File: src/rtl/i2s_tx.sv
// rtl/i2s_tx.sv - I2S controller-mode transmitter with a stereo frame FIFO
module i2s_tx #(
  parameter int CLK_DIV    = 4,
  parameter int DATA_WIDTH = 16,
  parameter int SLOT_WIDTH = 32,
  parameter int FIFO_DEPTH = 4
) (
  input  logic                               clk,
  input  logic                               rst,
  input  logic                               enable,
  input  logic [DATA_WIDTH-1:0]              pcm_left,
  input  logic [DATA_WIDTH-1:0]              pcm_right,
  input  logic                               pcm_valid,
  output logic                               pcm_ready,
  output logic [$clog2(FIFO_DEPTH+1)-1:0]    fifo_level,
  output logic                               underrun,
  output logic                               i2s_bclk,
  output logic                               i2s_lrclk,
  output logic                               i2s_sdata
);

  localparam int DIV_W = (CLK_DIV > 1) ? $clog2(CLK_DIV) : 1;
  localparam int CNT_W = $clog2(2 * SLOT_WIDTH);
  localparam int PTR_W = $clog2(FIFO_DEPTH);
  localparam int LVL_W = $clog2(FIFO_DEPTH + 1);

  logic [2*DATA_WIDTH-1:0] r_mem [FIFO_DEPTH];
  logic [PTR_W-1:0]        r_wr_ptr;
  logic [PTR_W-1:0]        r_rd_ptr;
  logic [LVL_W-1:0]        r_level;

  logic [DIV_W-1:0]        r_div;
  logic                    r_bclk;
  logic                    r_lrclk;
  logic                    r_sdata;
  logic                    r_underrun;
  logic [CNT_W-1:0]        r_bit_cnt;
  logic [DATA_WIDTH-1:0]   r_tx_left;
  logic [DATA_WIDTH-1:0]   r_tx_right;

  logic                    w_full;
  logic                    w_empty;
  logic                    w_push;
  logic                    w_pop;
  logic                    w_div_tc;
  logic                    w_fall;
  logic                    w_load;
  logic                    w_right;
  logic                    w_bit;
  logic [CNT_W-1:0]        w_cnt_nxt;
  logic [CNT_W-1:0]        w_pos;
  logic [DATA_WIDTH-1:0]   w_sample;
  logic [DATA_WIDTH-1:0]   w_shifted;

  assign w_full    = (r_level == LVL_W'(FIFO_DEPTH));
  assign w_empty   = (r_level == '0);
  assign w_push    = pcm_valid && !w_full;
  assign w_div_tc  = (r_div == DIV_W'(CLK_DIV - 1));
  assign w_fall    = enable && w_div_tc && r_bclk;
  assign w_cnt_nxt = (r_bit_cnt == CNT_W'(2 * SLOT_WIDTH - 1)) ? '0 : r_bit_cnt + 1'b1;
  assign w_load    = w_fall && (w_cnt_nxt == '0);
  // Load sees the FIFO state before this cycle's push, so a simultaneous push never bypasses
  assign w_pop     = w_load && !w_empty;

  // Bit position inside the slot that the next falling edge will present
  assign w_right   = (w_cnt_nxt >= CNT_W'(SLOT_WIDTH));
  assign w_pos     = w_right ? (w_cnt_nxt - CNT_W'(SLOT_WIDTH)) : w_cnt_nxt;
  assign w_sample  = w_right ? r_tx_right : r_tx_left;
  assign w_shifted = w_sample << (w_pos - 1'b1);
  assign w_bit     = (w_pos != '0) && (w_pos <= CNT_W'(DATA_WIDTH)) && w_shifted[DATA_WIDTH-1];

  always_ff @(posedge clk) begin
    if (w_push) begin
      r_mem[r_wr_ptr] <= {pcm_left, pcm_right};
    end
  end

  always_ff @(posedge clk or posedge rst) begin
    if (rst) begin
      r_wr_ptr <= '0;
      r_rd_ptr <= '0;
      r_level  <= '0;
    end else begin
      if (w_push) begin
        r_wr_ptr <= r_wr_ptr + 1'b1;
      end
      if (w_pop) begin
        r_rd_ptr <= r_rd_ptr + 1'b1;
      end
      case ({w_push, w_pop})
        2'b10:   r_level <= r_level + 1'b1;
        2'b01:   r_level <= r_level - 1'b1;
        default: r_level <= r_level;
      endcase
    end
  end

  always_ff @(posedge clk or posedge rst) begin
    if (rst) begin
      r_div      <= '0;
      r_bclk     <= 1'b0;
      r_lrclk    <= 1'b1;
      r_sdata    <= 1'b0;
      r_underrun <= 1'b0;
      r_bit_cnt  <= CNT_W'(2 * SLOT_WIDTH - 1);
      r_tx_left  <= '0;
      r_tx_right <= '0;
    end else if (!enable) begin
      r_div      <= '0;
      r_bclk     <= 1'b0;
      r_lrclk    <= 1'b1;
      r_sdata    <= 1'b0;
      r_underrun <= 1'b0;
      r_bit_cnt  <= CNT_W'(2 * SLOT_WIDTH - 1);
      r_tx_left  <= '0;
      r_tx_right <= '0;
    end else begin
      r_underrun <= 1'b0;
      if (w_div_tc) begin
        r_div  <= '0;
        r_bclk <= ~r_bclk;
      end else begin
        r_div  <= r_div + 1'b1;
      end
      if (w_fall) begin
        r_bit_cnt <= w_cnt_nxt;
        r_lrclk   <= w_right;
        r_sdata   <= w_bit;
        if (w_load) begin
          if (w_empty) begin
            r_tx_left  <= '0;
            r_tx_right <= '0;
            r_underrun <= 1'b1;
          end else begin
            {r_tx_left, r_tx_right} <= r_mem[r_rd_ptr];
          end
        end
      end
    end
  end

  assign pcm_ready  = !w_full;
  assign fifo_level = r_level;
  assign underrun   = r_underrun;
  assign i2s_bclk   = r_bclk;
  assign i2s_lrclk  = r_lrclk;
  assign i2s_sdata  = r_sdata;

endmodule

File: config.mk
export PLATFORM = sky130hd
export DESIGN_NAME = i2s_tx
export DESIGN_NICKNAME = d
export VERILOG_FILES = /design/src/rtl/i2s_tx.sv
export SDC_FILE = /design/constraint.sdc
export NUM_CORES = 1
export LEC_CHECK = 0
export CORE_MARGIN = 5
export CORE_UTILIZATION = 45
export DETAILED_ROUTE_END_ITERATION = 7
export PLACE_DENSITY_LB_ADDON = 0.05
export SETUP_SLACK_MARGIN = 0.15
export SYNTH_ARGS = -nofsm -noshare
export SYNTH_HDL_FRONTEND = slang
export SYNTH_SLANG_ARGS = --single-unit
File: constraint.sdc
create_clock -name clk -period 4.2 [get_ports clk]
set_input_delay 0.84 -clock clk [delete_from_list [all_inputs] [get_ports clk]]
set_output_delay 0.84 -clock clk [all_outputs]
set_load 0.005 [all_outputs]
Word level (Yosys, flattened, before mapping)
Memory sizes are Yosys's and may differ from the RTL's.
Cells that the tools add are included.
- register bits: 51
- bits in writable memories: 128
- bits of input ports: 36
- memories kept: 1
- $add $sub $neg: 8
- magnitude comparators: 2
- equality and inequality tests: 8
- shifts and indexed selects: 1
- mux-type cells: 28
- bitwise logic cells: 1
- reduce and logical (&&, ||, !) cells: 14
- memory list (memory ; words ; width ; read ports ; clocked after memory_dff ; write ports ; line ; source):
    r_mem ; 4 ; 32 ; 1 ; 0 ; 1 ; 27 ; logic [2*DATA_WIDTH-1:0] r_mem [FIFO_DEPTH];
- operator list (operator ; count):
    $mux W16 ; 9
    $mux W6 ; 4
    $shl A16 B6 Y16 ; 1
    $mux W1 ; 12
    $logic_and A1 B1 Y1 ; 7
    $add A2 B1 Y2 const B ; 3
    $add A6 B1 Y6 const B ; 1
    $eq A6 B6 Y1 const B ; 1
    $ge A6 B6 Y1 const B ; 1
    $le A6 B5 Y1 const B ; 1
    $logic_not A6 Y1 ; 1
    $ne A2 B1 Y1 const B ; 3
    $pmux W3 S2 ; 1
    $reduce_bool A6 Y1 ; 1
    $sub A6 B1 Y6 const B ; 1
    $sub A6 B6 Y6 const B ; 1
    $eq A2 B2 Y1 const B ; 2
    $mux W2 ; 2
    $add A3 B1 Y3 const B ; 1
    $eq A3 B3 Y1 const B ; 1
    $logic_not A3 Y1 ; 1
    $sub A3 B1 Y3 const B ; 1
    $eq A2 B1 Y1 const B ; 1
    $logic_not A1 Y1 ; 2
    3 further kinds ; 3

Longest topological paths before layout
- word-level depth: 9
- gate-level depth with buffers: 15
- mapped depth without buffers: 12

Least setup slack after synthesis
OpenSTA, ideal clock, no wires.
- path kind: reg2reg
- start: reg r_bit_cnt[0]
- end: reg r_level[2] (netlist: fifo_level[2])
- setup time: 79 ps
- arrival time: 3016 ps
- required time: 4121 ps
- path slack: 1105 ps
- cell stages (with the launch flop): 16
- buffers on the path: 3
- cells stage by stage: dfstp_2 ha_1 buf_2 nand4_1 nand3_1 o21ai_1 nor4_2 nor2b_1 buf_2 buf_4 ha_1 inv_1 fa_1 xor2_1 nor2_1 xor2_1
- word-level cells in the longest chain between the ends: 7
- elaborated cells on any way between the ends: 10
- ends and longest elaborated chain (element ; line ; source):
    start: declaration ; 37 ; logic [CNT_W-1:0] r_bit_cnt;
    start signal: assignment ; 105 ; r_bit_cnt <= CNT_W'(2 * SLOT_WIDTH - 1);
    start signal: assignment ; 114 ; r_bit_cnt <= CNT_W'(2 * SLOT_WIDTH - 1);
    start signal: assignment ; 126 ; r_bit_cnt <= w_cnt_nxt;
    $add A6 B1 Y6 / $eq A6 B6 Y1 (equally long branches) ; 60 ; assign w_cnt_nxt = (r_bit_cnt == CNT_W'(2 * SLOT_WIDTH - 1)) ? '0 : r_bit_cnt + 1'b1;
    $mux W6 (*) ; 60 ;
    $logic_not A6 Y1 (*) ; 61 ; assign w_load = w_fall && (w_cnt_nxt == '0);
    $logic_and A1 B1 Y1 (*) ; 61 ;
    $logic_and A1 B1 Y1 (*) ; 63 ; assign w_pop = w_load && !w_empty;
    net w_pop ; 44 ; logic w_pop;
    $eq A2 B1 Y1 / $eq A2 B2 Y1 (equally long branches) ; 90 ; case ({w_push, w_pop})
    $pmux W3 S2 / $reduce_bool A2 Y1 (equally long branches) ; -- ;
    end signal: assignment ; 91 ; 2'b10: r_level <= r_level + 1'b1;
    end signal: assignment ; 92 ; 2'b01: r_level <= r_level - 1'b1;
    end signal: assignment ; 93 ; default: r_level <= r_level;
    end: declaration ; 30 ; logic [LVL_W-1:0] r_level;
The timed path passes the listed nets; every way through them passes the cells marked *.
A chain may end at the register's enable or synchronous reset.

Final worst setup path
- start: reg r_bit_cnt[0]
- end: reg r_level[2] (netlist: fifo_level[2])
- word-level cells in the longest chain between the ends: 7
- elaborated cells on any way between the ends: 10
- ends and longest elaborated chain (element ; line):
    $add A6 B1 Y6 / $eq A6 B6 Y1 (equally long branches) ; 60
    $mux W6 (*) ; 60
    $logic_not A6 Y1 (*) ; 61
    $logic_and A1 B1 Y1 (*) ; 61
    $logic_and A1 B1 Y1 (*) ; 63
    $eq A2 B1 Y1 / $eq A2 B2 Y1 (equally long branches) ; 90
    $pmux W3 S2 / $reduce_bool A2 Y1 (equally long branches) ; --
Mark *: on every way between the ends. The rest lies on a longest branch, timed or not.

==> metrics.txt <==
post-synthesis cell type count=50; slew margin rel.=a little under half; Synth Flop Type=edfxtp_1; antenna cells=0; Clk Latency, worst-skew pair=between 400 and 500 ps; DP HPWL=between 8000 and 9000 um; TritonCTS clock tree=yes; ANT nets after route=0; Worst Hold Endpoint=r_div[0]; Setup CP Type=reg2reg; cell count after synthesis=slightly above 400; Inst Count DP=about 660; Worst Max-Slew Pin Slew=820.5 ps; layout cells sized above 1=about a fifth; max-slew violation count=0; Final Instance Count excl. Fillers=689; all-layer global routing usage=approximately 16%; slack of the worst reg-to-reg path=860 ps; Core Region=about 0.016 mm^2; first-pass GRT wire length=between 20000 and 25000 um; hold_buf cts=0; largest net degree at the start of global routing=35; nets@finish=506; Post-Syn Area per Cell=about 18 um^2; Max Cap Violations=0; vias post-DR=3762; Netlist Area Pre-Place=0.007279 mm^2; post-CTS setup buffers=0; DR iter-0 viols=~280; Top Metal Used=met4; clock sink count=roughly 180; CP endpoint kind=flip-flop; Hold Crit Depth=1; gpl congestion=~0.83; IO Pins=44; Initial Utilization=between 40 and 50%; DR WL met3=about 440 um; status=complete, no violations; Rows=46; Critical Path AT=roughly 3700 ps; port bufs=43; Commonest cells post-synth=edfxtp_1 (128), dfrtp_1 (44), a22o_1 (32), mux4_2 (32), nand2_1 (17); Yosys warnings=0; metal2 WL=roughly 7100 um; First-pass DRT Iterations=4; Max VDD drop=between 200 and 300 uV; DIE WIDTH=137.2 um; Post-Syn Nets=457; reg2reg start=r_bit_cnt[0]; power per standard cell area=514.6 mW/mm^2; Final setup viols=0; Worst Hold Class=reg2reg; initial antenna violation count=0; vias in the first global route=about 4000; drt total wl=around 14000 um; DR vias/cell=~5.5; CTS clk-pin slew, worst paths=~70 ps; ys async rst share=between 20% and 30%; critical hold path startpoint=r_div[0]; GRT overflow=0; Post-synth EDFFs=approximately 130; register area share after synthesis=70.45%; crit start category=flip-flop; die area=approximately 0.019 mm^2; Layout Skew=about 9.6 ps; leakage=around 3.1 nW; worst reg2reg path depth=12; final hold vios=0; DR DRC count=0; minimum clock period=3345 ps; top-count cell post-synth=edfxtp_1; H-tree levels=4; setup_tns=0 ps; final hold slack=around 440 ps; Routed met1 length=roughly 6200 um; cell taking the most area after synthesis=edfxtp_1; worst r2r dst=fifo_level[2]; RSZ-0062 raised after global routing=false; clock tree buffer depth=2; Root Driver=clkbuf_16; WL per Instance=just over 20 um; post-synthesis register bit count=~180; Area contributors post-synth=edfxtp_1 (53%), dfrtp_1 (15%), mux4_2 (9.9%); Max Clk Rate=around 300 MHz; area grow syn2layout=16.71%; Crit Path Max Fanout=15; top-area cell type share of the netlist area=a little over half; Final period util=about four fifths; CTS resizes=0; Die Y=around 140 um; total CTS buffers=17; Critical Path RT=about 4500 ps
sequential cells by signal, indices dropped and copies added (netlist names):
name and cells:
underrun 1, i2s_bclk 1, r_mem 128, i2s_lrclk 1, r_wr_ptr 2, r_div 2, i2s_sdata 1, r_tx_left 16
fifo_level 3, r_rd_ptr 2, r_bit_cnt 6, r_tx_right 16
metrics by stage:
stage / power (mW) / setup slack, ps / util (%) / area [um^2]
floorplan: 2.666 / 1105 / - / 7279
finish: 4.372 / 855.4 / 53.48 / 8496
CTS: 4.444 / 809.9 / 53.48 / 8496
global route: 4.574 / 590.5 / 53.48 / 8496
detailed placement: 2.942 / 840.0 / 49.98 / 7939
global placement: 2.923 / 901.6 / 49.98 / 7939
report_power, final:
part | switching [mW] | internal, mW | leakage (nW) | total (mW)
sequential | 0.0922 | 2.20 | 1.85 | 2.29
combinational | 0.328 | 0.253 | 0.945 | 0.582
clock | 0.669 | 0.828 | 0.271 | 1.50
total | 1.09 | 3.28 | 3.06 | 4.37
cells in the final DEF, fill, tap and decap left out, drive strengths merged, types with 4 or more instances in the layout:
master,count
and2,6
clkdlybuf4s50,43
clkbuf,19
dfstp,7
dfrtp,44
ha,8
a22o,32
o21ai,11
mux2i,11
nand2,17
edfxtp,128
inv,14
mux4,32
xnor2,7
nor2,11
xor2,5
and3,6
nand3,10
a21oi,8
buf,10
mux2,4
o211ai,4
clkinv,5
kinds of logic after synthesis:
| family | after synthesis | synth area share (%) |
|---|---|---|
| flip-flops | 179 | 70.45 |
| AND/OR/NAND/NOR | 62 | 4.572 |
| adder cells (fa/ha/maj) | 9 | 1.650 |
| buffers and inverters | 32 | 2.148 |
| XOR/XNOR | 12 | 1.444 |
| AO/OA/AOI/OAI | 71 | 7.700 |
| multiplexers | 47 | 12.03 |
area by class of cell:
cell class | count | area [um^2]
Tap cell | 216 | 270.3
Timing Repair Buffer | 53 | 505.5
Multi-Input combinational cell | 201 | 1999
Inverter | 9 | 33.78
Sequential cell | 179 | 5130
Fill cell | 1323 | 7390
Clock buffer | 19 | 432.9
Clock inverter | 12 | 123.9
routing by layer:
layer  vias up  GRT usage (%)
met3        10          4.419
met2        61          26.38
met4         0          4.712
li1       1740              -
met5         -              0
met1      1951          21.57
worst max path at each step:
stage | start | end | slack (ps) | cells past startpoint
after floorplan | r_bit_cnt[0] | fifo_level[2] | 1100 | 15
after global placement | enable | fifo_level[2] | 900 | 11
after detailed placement | r_bit_cnt[0] | fifo_level[2] | 840 | 12
after CTS | r_bit_cnt[0] | fifo_level[2] | 810 | 12
after global routing | r_bit_cnt[0] | fifo_level[2] | 590 | 12
final | r_bit_cnt[0] | fifo_level[2] | 860 | 12
critical path, stage by stage, from the launching register on:
cell and delay (ps):
dfstp_2 620, ha_1 410, a21oi_1 100, nor3b_2 300, o21ai_4 210, nor4_2 370
nor2b_2 230, ha_1 180, inv_1 60, fa_1 370, xor2_1 150, nor2_1 120
xor2_1 150
(Power assumes the default switching activity.)
==> edit: new RTL, config.mk and constraints unchanged <==
`FIFO_DEPTH`: 4 -> 8.
--- a/src/rtl/i2s_tx.sv
+++ b/src/rtl/i2s_tx.sv
@@ -4,5 +4,5 @@
   parameter int DATA_WIDTH = 16,
   parameter int SLOT_WIDTH = 32,
-  parameter int FIFO_DEPTH = 4
+  parameter int FIFO_DEPTH = 8
 ) (
   input  logic                               clk,
Ports: changed (resized fifo_level); port bits go from 44 to 45. No check against the original RTL was run, so the function may have changed too.
==> edit against the unedited design <==
Wire length up 84%; largest power group unchanged; design area up 72%; global-route usage up 0.80 points; total power up 80%; sequential cell count up 131; highest routed layer unchanged; final cell count up 66%; clock skew up 0.0035 ns; setup slack worse by 0.24 ns; synthesized area up 71%.
==> edit: results (changes against the unedited design) <==
pwr:
  peakVddDrop_mv: 0.354  # +22%
  p_leak_nw: 4.84  # +58%
global_route:
  antenna_found_initial: 0  # unchanged
  grt_pass1_vias: 6557  # +62%
  grt_max_degree: 46  # +31%
  use_met3_pct: 2.81  # -1.6 points
  grt_pass1_wl_mm: 40.2  # +79%
  grtUsageMet2_pct: 27.0  # +0.62 points
  grt_usage_pct: 17.0  # +0.80 points
  grt_util_met1_pct: 25.2  # +3.6 points
routing:
  wl_met1_mm: 12.0  # +92%
  routed_wl_mm: 25.6  # +84%
  via_count: 6347  # +69%
  drt_iter0_drc: 409  # +49%
  routed-wl-met2_mm: 12.2  # +72%
  routed.top_layer: "met4"
  first_pass_iters: 5  # +1
  wl_met3_um: 952  # +120%
synth:
  synthXorXnorAreaFrac_pct: 0.914  # -0.53 points
  synth_common_cells: "edfxtp_1, mux4_2, dfrtp_1, nand2_1, mux2i_1"
  synth.distinct_cells: 60  # +20%
  synth-edff-count: 256  # +100%
  synth-compound-area-share_pct: 4.40  # -3.3 points
  ys_seq_area_share_pct: 72.7  # +2.2 points
  synth_top_cells_by_area: "edfxtp_1, mux4_2, dfrtp_1, mux2i_1, dfstp_2"
  synth_warnings: 0  # unchanged
  synthArstFlopShare_pct: 17.4  # -11 points
  synth_fa_ha_area_share_pct: 0.965  # -0.69 points
  synth_area_per_cell_sq_um: 18.3  # +3.5%
  synth.area.mux_share_pct: 15.3  # +3.2 points
  synth_nets: 726  # +59%
setup_path:
  regToRegEndpoint: "fifo_level[3]$_DFFE_PP0P_"
  ff2ff_path_depth: 14  # +2
  path_max_fanout: 17  # +2
  critPathArrivalTime_ns: 3.97  # +0.28 ns
  max_stage_delay_ns: 0.71  # +0.09 ns
placement:
  numPortBuffers: 44  # +2.3%
  dpl.hpwl_mm: 15.8  # +84%
  place_congestion: 0.853  # +2.4%
  placed_area_sq_um: 13500  # +70%
  pre_cts_ws_ns: 0.667  # -0.173 ns
timing:
  clock-skew-final_ns: 0.0131  # +0.00353 ns
  fin_ws_ns: 0.618  # -0.238 ns
  slew_headroom_pct: 33.0  # -12 points
cells_and_area:
  fin_nets: 793  # +57%
  diodes: 0  # unchanged
  drive_above_1_share_pct: 21.4  # +2.0 points
  seq_area_sq_um: 9050  # +76%
  layout.filler_cells: 2175  # +64%
  reg_top3: "r_mem: 256 flops, r_tx_left: 16 flops, r_tx_right: 16 flops"
  instances_no_fill: 1147  # +66%
clock_tree:
  clk_path_buf_depth: 3  # +1
  cts_root_buffer: "clkbuf_16"
  cts_inserted_buffers: 35  # +18
  worstSkewPairLatency_ns: 0.51  # +0.09 ns
  cts_max_level: 2  # -2
run_status:
  outcome: "finished, final reports clean"
edit: cell type report:
class	instances	area share, %
clock buffer	55	6.92
timing repair buffer	68	4.42
inverter	11	0.282
tap	372	3.18
sequential	310	61.9
multi-input combinational	322	22.4
clock inverter	9	0.899
edit: where the power goes:
group / internal (mW) / switching (mW)
clock: 1.79 / 1.15
combinational: 0.442 / 0.543
sequential: 3.77 / 0.182
edit: worst min path at each step:
stage | cells after the start | slack, ns | end | startpoint
floorplan | 1 | 0.41 | r_div[0]$_DFF_PP0_ | r_div[0]$_DFF_PP0_
finish | 1 | 0.44 | r_div[0]$_DFF_PP0_ | r_div[0]$_DFF_PP0_
global route | 1 | 0.45 | r_div[0]$_DFF_PP0_ | r_div[0]$_DFF_PP0_
global placement | 1 | 0.43 | r_div[0]$_DFF_PP0_ | r_div[0]$_DFF_PP0_
detailed placement | 1 | 0.43 | r_div[0]$_DFF_PP0_ | r_div[0]$_DFF_PP0_
CTS | 1 | 0.44 | r_div[0]$_DFF_PP0_ | r_div[0]$_DFF_PP0_
